<file path="src/rtl/vram_arb_pkg.sv">
// vram_arb_pkg: shared state type, default sizes and clog2 helper for the VRAM port arbiter
package vram_arb_pkg;
  typedef enum logic {IDLE = 1'b0, OWNED = 1'b1} state_e;
  localparam int DEF_WIDTH      = 32;
  localparam int DEF_ADDR_WIDTH = 16;
  localparam int DEF_RD_LATENCY = 2;
  function automatic int clog2(input int n);
    for (int r = 0; r < 32; r++) if ((1 << r) >= n) return r;
    return 32;
  endfunction
endpackage

</file>
<file path="src/rtl/vram_arb_rr_pick.sv">
// vram_arb_rr_pick: combinational rotating-priority one-hot pick
//   req_i   : request vector
//   start_i : index given highest priority; search proceeds upward with wrap
//   gnt_o   : one-hot pick, zero when no request
module vram_arb_rr_pick
  import vram_arb_pkg::*;
#(
  parameter int N  = 4,
  parameter int IW = clog2(N)
) (
  input  logic [N-1:0]  req_i,
  input  logic [IW-1:0] start_i,
  output logic [N-1:0]  gnt_o
);
  // walk from lowest to highest priority so the last hit (start_i itself) wins
  always_comb begin
    gnt_o = '0;
    for (int k = N - 1; k >= 0; k--)
      if (|(req_i & (N'(1) << ((int'(start_i) + k) % N)))) gnt_o = N'(1) << ((int'(start_i) + k) % N);
  end
endmodule

</file>
<file path="src/rtl/vram_port_arbiter.sv">
// vram_port_arbiter: round-robin burst arbiter sharing one VRAM port A among NREQ requesters
//   clk, reset_sink_reset (async, active high)
//   req/we/addr/wdata : per-requester access, flattened, requester i at slice i
//   gnt               : combinational one-hot accept
//   rvalid/rdata      : read return, rvalid[i] pulses 1+RD_LATENCY cycles after accept
//   ram_address/ram_data/ram_wren/ram_q : RAM port A
// Optional: VRAM_ARB_FIXED_PRIO_EN gives requester 0 absolute, unlimited-burst priority.
module vram_port_arbiter
  import vram_arb_pkg::*;
#(
  parameter int WIDTH      = DEF_WIDTH,
  parameter int ADDR_WIDTH = DEF_ADDR_WIDTH,
  parameter int NREQ       = 4,
  parameter int MAX_BURST  = 8,
  parameter int RD_LATENCY = DEF_RD_LATENCY
) (
  input  logic                       clk,
  input  logic                       reset_sink_reset,
  input  logic [NREQ-1:0]            req,
  input  logic [NREQ-1:0]            we,
  input  logic [NREQ*ADDR_WIDTH-1:0] addr,
  input  logic [NREQ*WIDTH-1:0]      wdata,
  output logic [NREQ-1:0]            gnt,
  output logic [NREQ-1:0]            rvalid,
  output logic [WIDTH-1:0]           rdata,
  output logic [ADDR_WIDTH-1:0]      ram_address,
  output logic [WIDTH-1:0]           ram_data,
  output logic                       ram_wren,
  input  logic [WIDTH-1:0]           ram_q
);
  localparam int IW = clog2(NREQ);
  localparam int D  = 1 + RD_LATENCY;
  localparam logic [IW-1:0] LAST = IW'(NREQ - 1);
  state_e                state_q;
  logic [IW-1:0]         owner_q, last_q, start, win;
  logic [7:0]            cnt_q;
  logic                  keep, acc, sel_we;
  logic [NREQ-1:0]       own_oh, rr_req, pick, gnt_c;
  logic [ADDR_WIDTH-1:0] addr_q, sel_addr;
  logic [WIDTH-1:0]      data_q, sel_data;
  logic                  wren_q;
  logic [D-1:0]          rv_q;
  logic [IW-1:0]         ri_q [D];
  assign own_oh = NREQ'(1) << owner_q;
  assign keep   = state_q == OWNED && |(req & own_oh) && cnt_q < 8'(MAX_BURST);
  // searching from last_q+1 puts the previous owner last, so it only re-wins when alone
  assign start  = last_q == LAST ? '0 : last_q + IW'(1);
`ifdef VRAM_ARB_FIXED_PRIO_EN
  assign rr_req = req & ~NREQ'(1);
  assign gnt_c  = req[0] ? NREQ'(1) : keep ? own_oh : pick;
`else
  assign rr_req = req;
  assign gnt_c  = keep ? own_oh : pick;
`endif
  vram_arb_rr_pick #(.N(NREQ), .IW(IW)) u_pick (
    .req_i  (rr_req),
    .start_i(start),
    .gnt_o  (pick)
  );
  assign gnt = reset_sink_reset ? '0 : gnt_c;
  assign acc = |gnt_c;
  always_comb begin
    win      = '0;
    sel_we   = 1'b0;
    sel_addr = '0;
    sel_data = '0;
    for (int i = 0; i < NREQ; i++)
      if (gnt_c[i]) begin
        win      = IW'(i);
        sel_we   = we[i];
        sel_addr = addr[i*ADDR_WIDTH +: ADDR_WIDTH];
        sel_data = wdata[i*WIDTH +: WIDTH];
      end
  end
  always_ff @(posedge clk or posedge reset_sink_reset)
    if (reset_sink_reset) begin
      state_q <= IDLE;
      owner_q <= '0;
      last_q  <= LAST;
      cnt_q   <= '0;
      addr_q  <= '0;
      data_q  <= '0;
      wren_q  <= 1'b0;
      rv_q    <= '0;
      for (int k = 0; k < D; k++) ri_q[k] <= '0;
    end else begin
      state_q <= acc ? OWNED : IDLE;
      cnt_q   <= !acc ? 8'd0 : keep && win == owner_q ? cnt_q + 8'd1 : 8'd1;
      wren_q  <= acc && sel_we;
      rv_q[0] <= acc && !sel_we;
      ri_q[0] <= win;
      for (int k = 1; k < D; k++) begin
        rv_q[k] <= rv_q[k-1];
        ri_q[k] <= ri_q[k-1];
      end
      if (acc) begin
        owner_q <= win;
        addr_q  <= sel_addr;
        data_q  <= sel_data;
      end
`ifdef VRAM_ARB_FIXED_PRIO_EN
      // requester 0 sits outside the rotation, so it never moves the pointer
      if (acc && win != '0) last_q <= win;
`else
      if (acc) last_q <= win;
`endif
    end
  assign ram_address = addr_q;
  assign ram_data    = data_q;
  assign ram_wren    = wren_q;
  assign rvalid      = rv_q[D-1] ? NREQ'(1) << ri_q[D-1] : '0;
  assign rdata       = ram_q;
endmodule

</file>
<file path="config.mk">
export PLATFORM = sky130hd
export DESIGN_NAME = vram_port_arbiter
export DESIGN_NICKNAME = d
export VERILOG_FILES = /design/src/rtl/vram_arb_pkg.sv /design/src/rtl/vram_arb_rr_pick.sv /design/src/rtl/vram_port_arbiter.sv
export SDC_FILE = /design/constraint.sdc
export NUM_CORES = 1
export LEC_CHECK = 0
export ABC_CLOCK_PERIOD_IN_PS = 2100
export BUFFER_PORTS_ARGS = -buffer_cell sky130_fd_sc_hd__buf_4
export CAP_MARGIN = 10
export CORE_AREA = 2 2 126 128
export CTS_CLUSTER_DIAMETER = 120
export DETAILED_ROUTE_END_ITERATION = 12
export DIE_AREA = 0 0 128 130
export PLACE_DENSITY = 0.67
export SYNTH_ARGS = -nofsm -noshare
export SYNTH_HDL_FRONTEND = slang
export SYNTH_SLANG_ARGS = --single-unit
</file>
<file path="constraint.sdc">
create_clock -name clk -period 2.1 [get_ports clk]
set_input_delay 0.105 -clock clk [delete_from_list [all_inputs] [get_ports clk]]
set_output_delay 0.105 -clock clk [all_outputs]
set_load 0.01 [all_outputs]
</file>
Word level (Yosys, flattened, before mapping)
Cells that the tools add are included.
{"block": "classes", "addsub": 5, "n_lt_le_gt_ge": 1, "n_eq_ne": 2, "n_shift": 6, "muxes": 26, "n_bitwise": 8, "n_reduce_logical": 15}
{"cell": "32-bit two-way mux", "count": 4}
{"cell": "1-bit by 32-bit << shifter with 4-bit output (first input constant)", "count": 3}
{"cell": "16-bit two-way mux", "count": 4}
{"cell": "4-bit two-way mux", "count": 7}
{"cell": "4-bit OR reduction", "count": 6}
{"cell": "4-bit bitwise AND", "count": 5}
{"cell": "8-bit two-way mux", "count": 2}
{"cell": "1-bit by 2-bit << shifter with 4-bit output (first input constant)", "count": 3}
{"cell": "8-bit by 1-bit adder with 8-bit output (second input constant)", "count": 1}
{"cell": "8-bit by 4-bit less-than comparator with 1-bit output (second input constant)", "count": 1}
{"cell": "1-bit two-way mux", "count": 6}
{"cell": "2-bit two-way mux", "count": 3}
{"cell": "2-bit OR reduction", "count": 3}
{"cell": "1-bit logical AND", "count": 5}
{"cell": "2-bit by 1-bit adder with 2-bit output (second input constant)", "count": 2}
{"cell": "2-bit adder (second input constant)", "count": 2}
{"cell": "1-bit bitwise AND (first input constant)", "count": 3}
{"cell": "2-bit equality test", "count": 1}
{"cell": "2-bit equality test (second input constant)", "count": 1}
{"cell": "1-bit logical NOT", "count": 1}
{"block": "word_totals", "reg_bits": 71, "in_bits": 234, "output_inout_bits": 89, "wordCells": 74}

Depth between registers and ports, before layout
Gate-level depths: netlist (run 1).
{"block": "depth", "ltp_word": 20, "mapped_depth": 11, "ltp_nobuf": 6}

Hierarchy
From an unflattened synthesis (run 1), not the netlist that was laid out.
{"block": "hier_totals", "hier_cells": 685, "area_unflattened_um2": 5285.1}
{"mod": "vram_port_arbiter", "instances": 1, "cells_each": 666, "area_each_um2": 5175.0, "seq_area_each_um2": 1779.2}
{"mod": "vram_arb_rr_pick", "instances": 1, "cells_each": 19, "area_each_um2": 110.1, "seq_area_each_um2": 0.0}

Least setup slack after synthesis (run 1)
OpenSTA, ideal clock, no wires.
{"block": "synth_path", "path_type": "register to register", "startpoint": "register owner_q[0]", "endpoint": "register data_q[3] (netlist: ram_data[3])", "setup_ps": 128, "arrival_ps": 2068, "t_required_ps": 1972, "setup_slack_ps": -97, "stages_incl_launch_ff": 10, "path_buffers": 3, "synth_period_minus_slack_ps": 2197, "path_cell_list": "dfrtp_1 > mux4_2 > and3_1 > buf_6 > and3_1 > a31o_1 > clkbuf_1 > buf_2 > a22oi_1 > o21ai_1"}
{"block": "synth_between", "elab_chain_cells": 10, "elab_cells_between_ends": 11, "cone_classes": "1 x shift; 5 x mux; 1 x bitwise; 4 x reduce/logical"}
{"element": "from (decl)", "line_no": "vram_port_arbiter.sv:35", "source": "logic [IW-1:0] owner_q, last_q, start, win;"}
{"element": "from (signal assigned)", "line_no": "vram_port_arbiter.sv:97", "source": "owner_q <= win;"}
{"element": "1-bit by 2-bit << shifter with 4-bit output *", "line_no": "vram_port_arbiter.sv:44", "source": "assign own_oh = NREQ'(1) << owner_q;"}
{"element": "4-bit bitwise AND", "line_no": "vram_port_arbiter.sv:45", "source": "assign keep = state_q == OWNED && |(req & own_oh) && cnt_q < 8'(MAX_BURST);"}
{"element": "4-bit OR reduction", "line_no": "vram_port_arbiter.sv:45"}
{"element": "1-bit logical AND (2 in a row)", "line_no": "vram_port_arbiter.sv:45"}
{"element": "4-bit two-way mux *", "line_no": "vram_port_arbiter.sv:53", "source": "assign gnt_c = keep ? own_oh : pick;"}
{"element": "32-bit two-way mux (4 in a row)", "line_no": "vram_port_arbiter.sv:68", "source": "if (gnt_c[i]) begin"}
{"element": "to (signal assigned)", "line_no": "vram_port_arbiter.sv:99", "source": "data_q <= sel_data;"}
{"element": "to (decl)", "line_no": "vram_port_arbiter.sv:40", "source": "logic [WIDTH-1:0] data_q, sel_data;"}
Mark *: on every way between the ends. The rest lies on a longest branch, timed or not.
A chain may end at the register's enable or synchronous reset.

Worst setup path in the final report (run 1)
{"block": "layout_path", "startpoint": "register owner_q[0]", "endpoint": "output port gnt[2]"}
{"block": "layout_between", "elab_chain_cells": 7}
{"element": "1-bit by 2-bit << shifter with 4-bit output *", "line_no": "vram_port_arbiter.sv:44"}
{"element": "4-bit bitwise AND", "line_no": "vram_port_arbiter.sv:45"}
{"element": "4-bit OR reduction", "line_no": "vram_port_arbiter.sv:45"}
{"element": "1-bit logical AND (2 in a row)", "line_no": "vram_port_arbiter.sv:45"}
{"element": "4-bit two-way mux *", "line_no": "vram_port_arbiter.sv:53"}
{"element": "4-bit two-way mux *", "line_no": "vram_port_arbiter.sv:60", "source": "assign gnt = reset_sink_reset ? '0 : gnt_c;"}
{"element": "to (decl)", "line_no": "vram_port_arbiter.sv:23", "source": "output logic [NREQ-1:0] gnt,"}
Marks and branches as above.

==> results of run 1 <==
==> what timing repair did <==
| action | 4_1_cts | 5_1_grt |
|---|---|---|
| hold buffers | 28 | 2 |
| setup buffers | 10 | 5 |
| gates resized for setup | 37 | 95 |
| hold endpoints to repair | 65 | 2 |
| pin swaps | 16 | 42 |
| endpoints found under the setup margin | 52 | 56 |
| gates cloned | 2 | 9 |
==> worst min path at each step <==
stage | start | to | slack [ns]
final | wdata[124] | ram_data[28] | 0.01
after global routing | wdata[120] | ram_data[24] | 0.008
after CTS | wdata[123] | ram_data[27] | 0.0006
after detailed placement | ram_q[13] | rdata[13] | 0.21
after global placement | ram_q[13] | rdata[13] | 0.21
after floorplan | we[3] | rv_q[0] | 0.19
==> metal layers <==
metal	vias up	part of all wire	wire (µm)
met5	-	0	0
met3	51	0.057	1024
met1	2321	0.38	6757
met2	255	0.53	9607
met4	0	0.032	569
li1	2091	-	-
==> final cells by class <==
class,instances,area (µm²)
clock buffers,9,225.2
clock inverters,7,48.80
fillers,1355,7651
well taps,192,240.2
repair buffers,343,3028
inverters,6,23.77
multi-input cells,265,2429
flip-flops and latches,71,1779
==> registers in the layout (all words and copies together) (netlist names) <==
name         cells
cnt_q            8
ram_wren         1
owner_q          2
state_q          1
rv_q             3
ram_address     16
ri_q             6
last_q           2
ram_data        32
==> cells in the mapped netlist (3+ instances only) <==
master    instances  area share
dfrtp_1          69        0.43
a22oi_1          48       0.090
nor2b_1          47       0.074
a221oi_1         46        0.10
o21ai_1          46       0.058
buf_4            32       0.060
clkbuf_1         18       0.017
buf_2            17       0.021
nand2_1           9      0.0084
nor2_1            8      0.0075
o21ai_0           8       0.010
and2_1            6      0.0094
inv_1             6      0.0056
a21oi_1           5      0.0063
a21o_1            3      0.0056
and3_1            3      0.0047
buf_6             3      0.0084
==> stage by stage <==
step	TNS, ns	cell area, µm²	util
after global placement	-0.1822	6151	0.3988
after detailed placement	-2.065	6151	0.3988
final	-5.458	7774	0.5040
after CTS	-4.152	7028	0.4556
after floorplan	-3.973	4028	-
after global routing	-10.22	7774	0.5040
==> power breakdown <==
part | switching, mW | internal (mW) | leakage [nW]
clock | 0.615 | 0.801 | 0.136
sequential | 0.425 | 1.99 | 0.846
combinational | 2.18 | 2.58 | 2.47
==> logic make-up (layout without fill, tap and decap cells) <==
kind of cell / after synthesis / in the layout / synth area share
other: 1 / 4 / 0.0009378
buffers and inverters: 76 / 365 / 0.1123
adders and majority gates: 1 / 1 / 0.003128
and+or+nand+nor: 87 / 87 / 0.1283
muxes: 1 / 1 / 0.005632
xor gates and xnor gates: 2 / 2 / 0.004381
DFF: 71 / 71 / 0.4449
AOI/OAI and AO/OA: 170 / 170 / 0.3004
==> worst max-delay path: cells and delay by family, from the launching register on <==
kind                   cells  cell delay, ns
AO/OA/AOI/OAI              1            0.26
buffers and inverters      3            0.35
flip-flops                 1            0.37
multiplexers               1            0.52
AND/OR/NAND/NOR            2            0.33
==> metrics, run 1 <==
critical path class reg2out; RSZ-0062 raised after global routing yes; slew margin rel. 0.6398; met1 usage 0.2088; Initial Util 0.2592; Max Slew Vio Count 0; CTS Buffer Depth 2; fmax 439.6 MHz; final wirelength 17960 µm; clk sinks 71; VDD IR max 0.0005172 V; Initial DRT Pass Iterations 5; core area 15420 µm²; flop-to-flop setup slack -0.17 ns; clk root buf clkbuf_16; Hold Path Depth 3; CTS clk-pin slew, worst paths 0.06 ns; Horiz. Die Dim 128 µm; Vias/cell 5.283; count of cell types in the netlist 44; Final period util 1.083; initial antenna violation count 0; Routed Antenna Nets 0; Layout area overhead 94.40%; CP endpoint gnt[2]; crit end category output pin; number of I/O port buffers 258; number of remaining DRC errors 0; latest clock arrival within the worst-skew pair 0.33 ns; commonest non-fill, non-tap cell in the layout buf_4; crit-path max cell delay 0.52 ns; clk_skew 0.006226 ns; Cell Chain, Critical Path mux4_2, and3_4, buf_6, o21ai_4, buf_12, and2_4, buf_6; ratio of cells with drive above 1 in the final layout 0.6163; number of flops mapped to enable cells by yosys 0; FP Rows 46; first-pass GRT wire length 23170 µm; Hold WC Path Type in2reg; pin count of the biggest net entering global routing 54; Crit. Startpoint owner_q[0]; Total Routing Usage GR 0.1830; CP max stage cell mux4_2; Seq/Total Area, Yosys 0.4449; crit path max fanout 4; Worst Hold Margin 0.01358 ns; final setup vio count 55; DPL Wire Length 11170 µm; max_cap viols 0; Final min period 2.275 ns; GR Util met3 0.03731; GP Congestion 0.9058; Critical Path AT 2.17 ns; FF+latch count, synth 71; vias in the first global route 4551; TritonCTS clock tree done; grt ovf 0; leak pwr 3.449 nW; worst r2r src owner_q[0]; H-tree depth 3; Non-Filler Instances 893; Worst Setup Start Kind flop; critical path required time 2.00 ns; failing checks setup timing; placed insts 822; terminus of the critical flop-to-flop path ram_address[7]; Die Height 130 µm; nets 931; met2 GRT Util 0.3306; Ys Warns 0; Top FF cell, synth dfrtp_1; PwrDens 1104 nW/µm²; initial DRC count 278; total power 8.585 mW; die area 16640 µm²; worst r2r path cells 9; synthesized cell area 3999 µm²; endpoints failing hold 0; Setup WS pre-CTS -0.09795 ns; Ports 323; Via Count 4718; Async S/R FF share, synth 1.000; ANT cells 0; commonest non-fill, non-tap cells in the layout 275 x buf_4, 69 x dfrtp_1, 45 x o21ai_1, 31 x a22oi_1, 30 x dlygate4sd3_1; status finished with violations; most used routing layer met2; Syn Inst Count 409; syn_area_per_cell 9.777 µm²; drt wl/cell 20.11 µm; CTS buffer count 9; post-route setup slack -0.1748 ns; CP dominant cell by count buf_6; Worst-Margin Slew 0.5403 ns
No activity file was read; power rests on OpenSTA's default activity.
==> run 2: changes to the inputs <==
Settings changed: ABC_CLOCK_PERIOD_IN_PS 2100 to 2500, CELL_PAD_IN_SITES_DETAIL_PLACEMENT set to 0, CELL_PAD_IN_SITES_GLOBAL_PLACEMENT set to 1, CORE_AREA 2 2 126 128 to 2 2 125 127, DIE_AREA 0 0 128 130 to 0 0 127 129, PLACE_DENSITY 0.67 to 0.87.
Clock period 2.1 ns to 2.5 ns, I/O delays scaled along.
==> run 2 against run 1 <==
Against the previous run: the run now ends clean; clock skew up 0.0021 ns; clock-buffer cell count rose by 2; non-clock buffer count is 64 lower; total power fell by 28%; register-to-register slack improved by 0.40 ns; via count is 8.6% lower; clock power fell by 9.9%; combinational power decreased by 39%; hold slack improved by 0.0057 ns; critical path depth decreased by 1; critical path type unchanged.
==> metrics, run 2 (synthesized netlist as in run 1, its figures left out) <==
status finished clean; Worst Setup Start Kind flop; Critical Path AT 2.23 ns; crit end category output pin; FP Rows 45; Worst-Margin Slew 0.6319 ns; leak pwr 2.916 nW; endpoints failing hold 0; CTS buffer count 9; ratio of cells with drive above 1 in the final layout 0.4757; Worst Hold Margin 0.01929 ns; Setup WS pre-CTS 0.1292 ns; initial DRC count 300; fmax 424.8 MHz; vias in the first global route 4426; final setup vio count 0; final core occ 0.4246; Ports 323; grt ovf 0; crit-path max cell delay 0.51 ns; Non-Filler Instances 825; placed insts 801; TritonCTS clock tree done; fin area 6359 µm²; first-pass GRT wire length 22740 µm; VDD IR max 0.0004035 V; RSZ-0062 raised after global routing no; Setup TNS Final 0 ns; GP Congestion 0.9278; Max Slew Vio Count 0; die area 16380 µm²; met2 WL 8073 µm; H-tree depth 3; crit path max fanout 11; met3 WL 1272 µm; latest clock arrival within the worst-skew pair 0.33 ns; Layout area overhead 59.01%; CTS clk-pin slew, worst paths 0.06 ns; Final period util 0.9417; CP max stage cell mux4_2; clk sinks 71; Vias/cell 5.229; final wirelength 15360 µm; post-route setup slack 0.1458 ns; Final min period 2.354 ns; Initial DRT Pass Iterations 5; clk_skew 0.008327 ns; pin count of the biggest net entering global routing 54; Hold WC Path Type in2reg; CP dominant cell by count and3_1; Area after DPL 5942 µm²; CTS Buffer Depth 2; commonest non-fill, non-tap cells in the layout 269 x buf_4, 69 x dfrtp_1, 48 x a22oi_1, 47 x nor2b_1; Via Count 4314; commonest non-fill, non-tap cell in the layout buf_4; Initial Util 0.2670; initial antenna violation count 0; ANT cells 0; number of flip-flops under the largest register name 32; number of I/O port buffers 258; PwrDens 967.8 nW/µm²; Cell Chain, Critical Path mux4_2, and3_1, and3_1, a31o_4, and2_1, buf_4; Die Height 129 µm; drt wl/cell 18.62 µm; DPL Wire Length 11300 µm; Routed Antenna Nets 0; Total Routing Usage GR 0.1790; slew margin rel. 0.5787; number of remaining DRC errors 0; top sig layer met4; Horiz. Die Dim 127 µm; total power 6.154 mW; DRT met1 WL 5719 µm; critical path class reg2out; clk root buf clkbuf_16; nets 867; max_cap viols 0; core area 14980 µm²; critical path required time 2.38 ns
-- run 2: area by class of cell --
cell class,count,area (µm²)
Fill cell,1421,8618
Sequential cell,71,1779
Timing Repair Buffer,279,2207
Clock inverter,5,58.81
Clock buffer,11,232.7
Inverter,6,23.77
Multi-Input combinational cell,265,1822
Tap cell,188,235.2
-- run 2: power by group --
| part | switching, mW | internal [mW] |
|---|---|---|
| sequential | 0.324 | 1.67 |
| combinational | 1.37 | 1.51 |
| clock | 0.504 | 0.773 |
-- run 2: what timing repair did --
action / 4_1_cts / 5_1_grt
gates resized for setup: 0 / 2
pin swaps: 1 / 2
hold endpoints to repair: 8 / 0
hold buffers: 3 / 0
endpoints found under the setup margin: 4 / 3
cloned: 1 / 1
setup buffers: 2 / 1
-- run 2: worst paths after layout --
check	startpoint	to	slack, ns	cells after the start
worst max-delay path	owner_q[0]	gnt[3]	0.15	6
worst min-delay path	wdata[98]	ram_data[2]	0.02	3
worst max register to register	cnt_q[3]	ram_address[15]	0.23	8
worst min register to register	rv_q[0]	rv_q[1]	0.35	0
max in group asynchronous	reset_sink_reset	ram_address[4]	1.56	4
min in group asynchronous	reset_sink_reset	ram_data[4]	0.24	3
-- run 2: critical path, delay by kind of cell (launching register included) --
family                 cells  cell delay [ns]
buffers and inverters      1             0.14
AND/OR/NAND/NOR            3             0.62
multiplexers               1             0.51
AO/OA/AOI/OAI              1             0.26
flip-flops                 1             0.36
-- run 2: layer usage --
layer / vias up / global-route usage
li1: 1953 / -
met1: 2080 / 0.2024
met2: 247 / 0.3238
met3: 34 / 0.04782
met4: 0 / 0.06787
met5: - / 0
==> run 3: changes to the inputs <==
Settings changed: ABC_CLOCK_PERIOD_IN_PS 2500 to 2900, CORE_AREA 2 2 125 127 to 2 2 124 126, DIE_AREA 0 0 127 129 to 0 0 126 128, PLACE_DENSITY 0.87 to 0.88.
Clock period 2.5 ns to 2.9 ns, I/O delays scaled along.
==> run 3 against run 2 <==
Against the previous run: sequential power down 13%; critical path depth stayed put; clock skew increased by 0.00099 ns.
==> metrics, run 3 (synthesized netlist as in run 1, its figures left out) <==
PwrDens 854.3 nW/µm²; commonest non-fill, non-tap cell in the layout buf_4; RSZ-0062 raised after global routing no; nets 860; Worst-Margin Slew 0.8639 ns; crit path buf inv count 1; slew margin rel. 0.4241; Setup TNS Final 0 ns; grt ovf 0; number of flip-flops under the largest register name 32; Post-CTS Repair Setup Buffers 0; final setup vio count 0; CTS Buffer Depth 2; Final min period 2.738 ns; GP Congestion 0.8982; clk sinks 71; drt wl/cell 17.37 µm; Non-Filler Instances 817; CP dominant cell by count and3_1; Vias/cell 5.119; DPL Wire Length 10920 µm; CTS buffer count 9; core area 14860 µm²; crit path max fanout 27; status finished clean; ANT cells 0; latest clock arrival within the worst-skew pair 0.33 ns; placed insts 800; VDD IR max 0.0003032 V; Routed Antenna Nets 0; crit-path max cell delay 0.54 ns; final wirelength 14190 µm; fmax 365.2 MHz; clk_skew 0.009322 ns; ratio of cells with drive above 1 in the final layout 0.4706; H-tree depth 3; clk root buf clkbuf_16; Via Count 4182; Ports 323; endpoints failing hold 0; Cell Chain, Critical Path mux4_2, and3_1, and3_1, a31o_4, and2_1, buf_4; pin count of the biggest net entering global routing 68; Final period util 0.9441; CP top delay family simple AND/OR/NAND/NOR gates; number of I/O port buffers 258; number of remaining DRC errors 0; first-pass GRT wire length 22270 µm; Die Height 128 µm; die area 16130 µm²; Initial Util 0.2690; CP max stage cell mux4_2; Layout area overhead 56.32%; Horiz. Die Dim 126 µm; vias in the first global route 4338; TritonCTS clock tree done; Critical Path AT 2.59 ns; critical path class reg2out; max_cap viols 0; Worst Setup Start Kind flop; CTS clk-pin slew, worst paths 0.06 ns; Initial DRT Pass Iterations 5; crit end category output pin; commonest non-fill, non-tap cells in the layout 269 x buf_4, 69 x dfrtp_1, 48 x a22oi_1, 47 x nor2b_1; initial antenna violation count 0; FP Rows 45; leak pwr 2.882 nW; Hold WC Path Type in2reg; critical path required time 2.76 ns; Total Routing Usage GR 0.1740; initial DRC count 196; Max Slew Vio Count 0
## run 3: per-stage QoR
step | utilization | worst slack (ns) | cell area, µm² | total power, mW | hold slack (ns)
6_report | 0.4205 | 0.1621 | 6251 | 5.340 | 0.03675
5_1_grt | 0.4205 | 0.03567 | 6251 | 5.698 | 0.03126
4_1_cts | 0.4197 | 0.009837 | 6238 | 5.400 | 0.01684
3_5_place_dp | 0.3950 | 0.2233 | 5872 | 4.076 | 0.05302
3_3_place_gp | 0.3950 | 0.2959 | 5872 | 4.019 | 0.04973
2_1_floorplan | - | 0.6979 | 4010 | 2.948 | 0.2320
## run 3: area by class of cell
type | instances | area (µm²)
fillers | 1451 | 8613
repair buffers | 272 | 2051
multi-input cells | 265 | 1815
flip-flops and latches | 71 | 1779
clock buffers | 12 | 256.5
well taps | 188 | 235.2
clock inverters | 3 | 90.09
inverters | 6 | 23.77
## run 3: layer usage
layer,wire (µm),global-route usage,vias up
met5,0,0,-
met4,293,0.07046,0
met3,1022,0.04466,25
met2,7414,0.2992,207
met1,5464,0.2083,2014
li1,-,-,1936
## run 3: tightest hold or removal path, delay by kind of cell
family / cells / cell delay [ns]
AOI/OAI and AO/OA: 1 / 0.05
buffers and inverters: 1 / 0.08
and+or+nand+nor: 1 / 0.06
## run 3: power breakdown
group	total [mW]	internal, mW	switching, mW
combinational	2.30	1.18	1.12
clock	1.30	0.883	0.412
sequential	1.74	1.44	0.300
## run 3: repair_timing
item,4_1_cts,5_1_grt
hold buffers,2,0
hold endpoints to repair,5,0
endpoints found under the setup margin,0,2
resized for setup,0,2
## run 3: worst paths after layout
path	end	cells past startpoint	slack [ns]	start
min in group asynchronous	ram_wren	3	0.26	reset_sink_reset
min reg2reg	ri_q[0]	0	0.35	ri_q[2]
min	ram_data[2]	3	0.04	wdata[2]
max	gnt[3]	6	0.16	owner_q[0]
max reg2reg	ram_data[26]	7	0.30	cnt_q[3]
max in group asynchronous	ram_address[6]	4	1.55	reset_sink_reset
